<file path="src/rtl/fetch_decode_stage.sv">
// ============================================================================
//  Module   : fetch_decode_stage
//  Brief    : Instruction register, branch/halt decode and loadable offset table
//  Revision : 1.0 - initial release
// ============================================================================
`default_nettype none

module fetch_decode_stage #(
    parameter int             IW        = 9,
    parameter int             AW        = 8,
    parameter int             LUT_AW    = 5,
    parameter logic [2:0]     BRANCH_OP = 3'b111,
    parameter logic [IW-1:0]  HALT_WORD = 9'h1BF
) (
    input  logic              clk,
    input  logic              reset,
    input  logic [AW-1:0]     pc,
    output logic [AW-1:0]     imem_addr,
    input  logic [IW-1:0]     imem_rdata,
    input  logic              lut_we,
    input  logic [LUT_AW-1:0] lut_waddr,
    input  logic [7:0]        lut_wdata,
    output logic [IW-1:0]     ir,
    output logic              ir_valid,
    output logic              branchsig,
    output logic              branchtype,
    output logic [7:0]        BranchOut,
    output logic              halt
);

    localparam int         c_LUT_DEPTH = 2**LUT_AW;

    localparam logic [1:0] S_FILL   = 2'd0;
    localparam logic [1:0] S_RUN    = 2'd1;
    localparam logic [1:0] S_BUBBLE = 2'd2;
    localparam logic [1:0] S_HALTED = 2'd3;

    logic [1:0]    r_state;
    logic [1:0]    w_state_nxt;
    logic [IW-1:0] r_ir;
    logic [7:0]    r_table [c_LUT_DEPTH];

    logic          w_valid;
    logic          w_is_branch;
    logic          w_is_halt;

    assign imem_addr   = pc;
    assign w_valid     = (r_state == S_RUN);
    assign w_is_branch = w_valid && (r_ir[IW-1:IW-3] == BRANCH_OP);
    assign w_is_halt   = w_valid && (r_ir == HALT_WORD);

    assign ir          = r_ir;
    assign ir_valid    = w_valid;
    assign branchsig   = w_is_branch;
    assign branchtype  = r_ir[5];
    assign BranchOut   = r_table[r_ir[LUT_AW-1:0]];
    // Combinational so the PC freezes on the very cycle HALT is decoded.
    assign halt        = (r_state == S_HALTED) || w_is_halt;

    always_comb begin
        w_state_nxt = r_state;
        case (r_state)
            S_FILL:   w_state_nxt = S_RUN;
            S_RUN: begin
                if (w_is_branch)
                    w_state_nxt = S_BUBBLE;
                else if (w_is_halt)
                    w_state_nxt = S_HALTED;
                else
                    w_state_nxt = S_RUN;
            end
            S_BUBBLE: w_state_nxt = S_RUN;
            S_HALTED: w_state_nxt = S_HALTED;
            default:  w_state_nxt = S_FILL;
        endcase
    end

    always_ff @(posedge clk or posedge reset) begin
        if (reset) begin
            r_state <= S_FILL;
            r_ir    <= '0;
        end else begin
            r_state <= w_state_nxt;
            if (r_state != S_HALTED)
                r_ir <= imem_rdata;
        end
    end

    // Table writes are honoured in every state, HALTED included.
    always_ff @(posedge clk or posedge reset) begin
        if (reset) begin
            for (int i = 0; i < c_LUT_DEPTH; i++)
                r_table[i] <= 8'h00;
        end else if (lut_we) begin
            r_table[lut_waddr] <= lut_wdata;
        end
    end

endmodule

`default_nettype wire

</file>
<file path="config.mk">
export PLATFORM = sky130hd
export DESIGN_NAME = fetch_decode_stage
export DESIGN_NICKNAME = d
export VERILOG_FILES = /design/src/rtl/fetch_decode_stage.sv
export SDC_FILE = /design/constraint.sdc
export NUM_CORES = 1
export LEC_CHECK = 0
export CORE_AREA = 2 2 143 145
export DETAILED_ROUTE_END_ITERATION = 10
export DIE_AREA = 0 0 145 147
export HOLD_SLACK_MARGIN = 0.02
export PLACE_DENSITY = 0.81
export SLEW_MARGIN = 10
export SYNTH_ARGS = -nofsm -noshare
export SYNTH_HDL_FRONTEND = slang
export SYNTH_SLANG_ARGS = --single-unit
</file>
<file path="constraint.sdc">
create_clock -name clk -period 27.2 [get_ports clk]
set_input_delay 8.16 -clock clk [delete_from_list [all_inputs] [get_ports clk]]
set_output_delay 8.16 -clock clk [all_outputs]
set_load 0.05 [all_outputs]
</file>
==> results.yml <==
status:
  run_status: "finished clean"
cts:
  clockBufferDepth: 3
  path_clk_slew_ns: 0.06
  htreeDepth: 1
  cts_made_buffers: 28
  ctsResizeCount: 0
  cts_hold_buf: 0
  tritoncts: "done"
  cts_root_buffer: "clkbuf_16"
  worstSkewPairLatency_ns: 0.53
  numClockSinks: 267
  post_cts_buffers: 0
routing:
  totalWireLength_um: 26700
  routed_via_density: 6.34
  vias: 7051
  drt.antenna.violating_nets: 0
  wl_per_cell_um: 24.0
  drc: 0
  drt_iter0_markers: 423
  dr.pass1.iters: 4
worst_setup_path:
  r2r_start: "ir[2]"
  critPathKind: "in -> out"
  end_kind: "primary output"
  r2r_setup_slack_ns: 25.52
  startpoint_type: "input pin"
  crit_path_start: "pc[6]"
  crit_required_ns: 19.04
  crit_arrival_ns: 8.16
  cp_max_fo: 1
grt:
  grt.overflow.total: 0
  grt_start_max_net_pins: 145
  grt_util_all_layers_pct: 26.0
  antenna_found_initial: 0
  first_global_vias: 7791
  grt_pass1_wl_um: 43600
sta:
  max_freq_mhz: 61.3
  setup-violations-final: 0
  fin_crit_sh_pct: 60.0
  hold_violations: 0
  fin_skew_ns: 0.00864
  slew_viol_final: 0
  rsz0062_at_grt: "no"
  fin_crit_ns: 16.32
  tns_ns: 0
  slew_headroom_pct: 14.2
  tightest_slew_ns: 1.28
final_layout:
  drive_above_1_share_pct: 46.3
  area_growth_syn_to_layout_pct: 11.6
  diodes: 0
  fin_util_pct: 70.0
  nNetsFinal: 854
synthesis:
  ys.flop_type: "dfrtp_1"
  seq_area_frac_synth_pct: 53.7
  synth_edf_count: 0
  syn_area_um2: 12400
  ys_types: 44
  ys_seq_elements: 267
  syn_nets: 842
  avgSynthCellArea_um2: 15.4
  synthCells: 809
  yosysWarnings: 0
  synthArstFlopShare_pct: 100
placed_design:
  dp_hpwl_um: 17100
  gp_congestion: 0.801
  portBuffers: 45
floorplan:
  io_pins: 62
  row_count: 52
  chipHeight_um: 147
  start_util_pct: 62.7
  fp.coreArea_um2: 19800
  fp.dieW_um: 145
  dieArea_um2: 21300
pwr:
  powerDensity_nw_per_um2: 101
  p_leak_nw: 6.12
  ir_drop_mv: 0.0675
flow_run:
  max_cap_viol_count: 0
worst_hold_path:
  worstHoldStart: "r_table[210]"
  min_path_type: "reg -> reg"
[area by class of cell]
type / count / area, µm²
clock inverter: 11 / 159
timing repair buffer: 50 / 463
multi-input combinational: 472 / 5390
inverter: 2 / 15.0
tap: 270 / 338
sequential: 267 / 6690
clock buffer: 40 / 827
fill: 1290 / 5960
[Yosys cell counts (3+ instances only)]
cell type,instances,area [µm²]
nand2_1,21,78.8
a22o_1,8,70.1
mux2i_1,32,320
buf_4,16,120
mux2_1,18,203
buf_1,6,22.5
nor2_2,4,25.0
a211oi_1,9,67.6
a21oi_2,7,61.3
dfrtp_1,267,6680
nor3b_2,3,37.5
mux4_1,7,184
o22ai_1,8,50.1
nor2_4,12,135
buf_2,13,65.1
nor2b_1,6,37.5
a211oi_2,7,87.6
clkbuf_1,29,109
buf_6,3,33.8
a22oi_1,8,60.1
o221ai_1,8,70.1
mux2_2,247,2780
mux4_2,41,923
[path summary, 6_finish.rpt]
path,endpoint,cells after the start
max,imem_addr[6],0
min,r_table[210],1
max reg2reg,r_state[1],5
min reg2reg,r_table[210],1
max in group asynchronous,r_table[177],3
min in group asynchronous,r_table[91],2
[through the flow]
step	hold slack [ns]	std cells	worst slack, ns	total power (W)	instance area (µm²)
2_1_floorplan	0.452	809	10.71	0.000897	12400
3_3_place_gp	0.463	1061	10.88	0.000989	12900
3_5_place_dp	0.474	1061	10.88	0.00101	12900
4_1_cts	0.488	1112	10.88	0.00142	13900
5_1_grt	0.506	1112	10.88	0.00147	13900
6_report	0.491	1112	10.88	0.00141	13900
[flip-flops by register name, summed over array words and instances, names as in the netlist]
signal	count
ir	9
r_state	2
r_table	256
[power breakdown]
group          internal, W  switching, W  leakage (nW)
combinational     0.000217      0.000243          2.24
clock             0.000249      0.000154         0.491
sequential        0.000480     0.0000649          3.39
total             0.000945      0.000462          6.12
[placed cells by master (no fill, tap or decap), drive strengths merged]
| cell type | Yosys | layout |
|---|---|---|
| o221ai | 8 | 8 |
| a21oi | 8 | 8 |
| clkdlybuf4s50 | 0 | 40 |
| a211oi | 16 | 16 |
| nand4 | 2 | 2 |
| o21bai | 1 | 1 |
| mux2i | 32 | 32 |
| or2 | 2 | 2 |
| dfrtp | 267 | 267 |
| a22oi | 8 | 8 |
| a22o | 8 | 8 |
| clkinv | 0 | 6 |
| clkbuf | 30 | 40 |
| a31oi | 1 | 1 |
| nor3 | 1 | 1 |
| nand3b | 3 | 3 |
| o21a | 1 | 1 |
| or3b | 3 | 3 |
| o22ai | 8 | 8 |
| buf | 38 | 10 |
| and2 | 2 | 2 |
| inv | 2 | 3 |
| mux4 | 48 | 48 |
| nor2 | 18 | 18 |
| nor3b | 4 | 4 |
| nand2 | 21 | 21 |
| or3 | 2 | 2 |
| nand3 | 2 | 2 |
| mux2 | 265 | 265 |
| nor4 | 1 | 1 |
| bufinv | 0 | 4 |
| and3 | 1 | 1 |
| nor2b | 6 | 6 |
[routing by layer]
layer	up-vias	track usage [%]	wire, µm
met1	3755	35.8	11300
li1	3045	-	-
met2	214	44.0	13300
met5	-	0	0
met4	0	6.24	476
met3	37	4.60	1590
[cells by family after synthesis]
| group | Yosys count | synth area share (%) |
|---|---|---|
| DFF | 267 | 53.7 |
| AOI/OAI and AO/OA | 59 | 3.96 |
| buffers and inverters | 70 | 2.92 |
| and+or+nand+nor | 68 | 3.92 |
| muxes | 345 | 35.5 |
No activity file was read; power rests on OpenSTA's default activity.
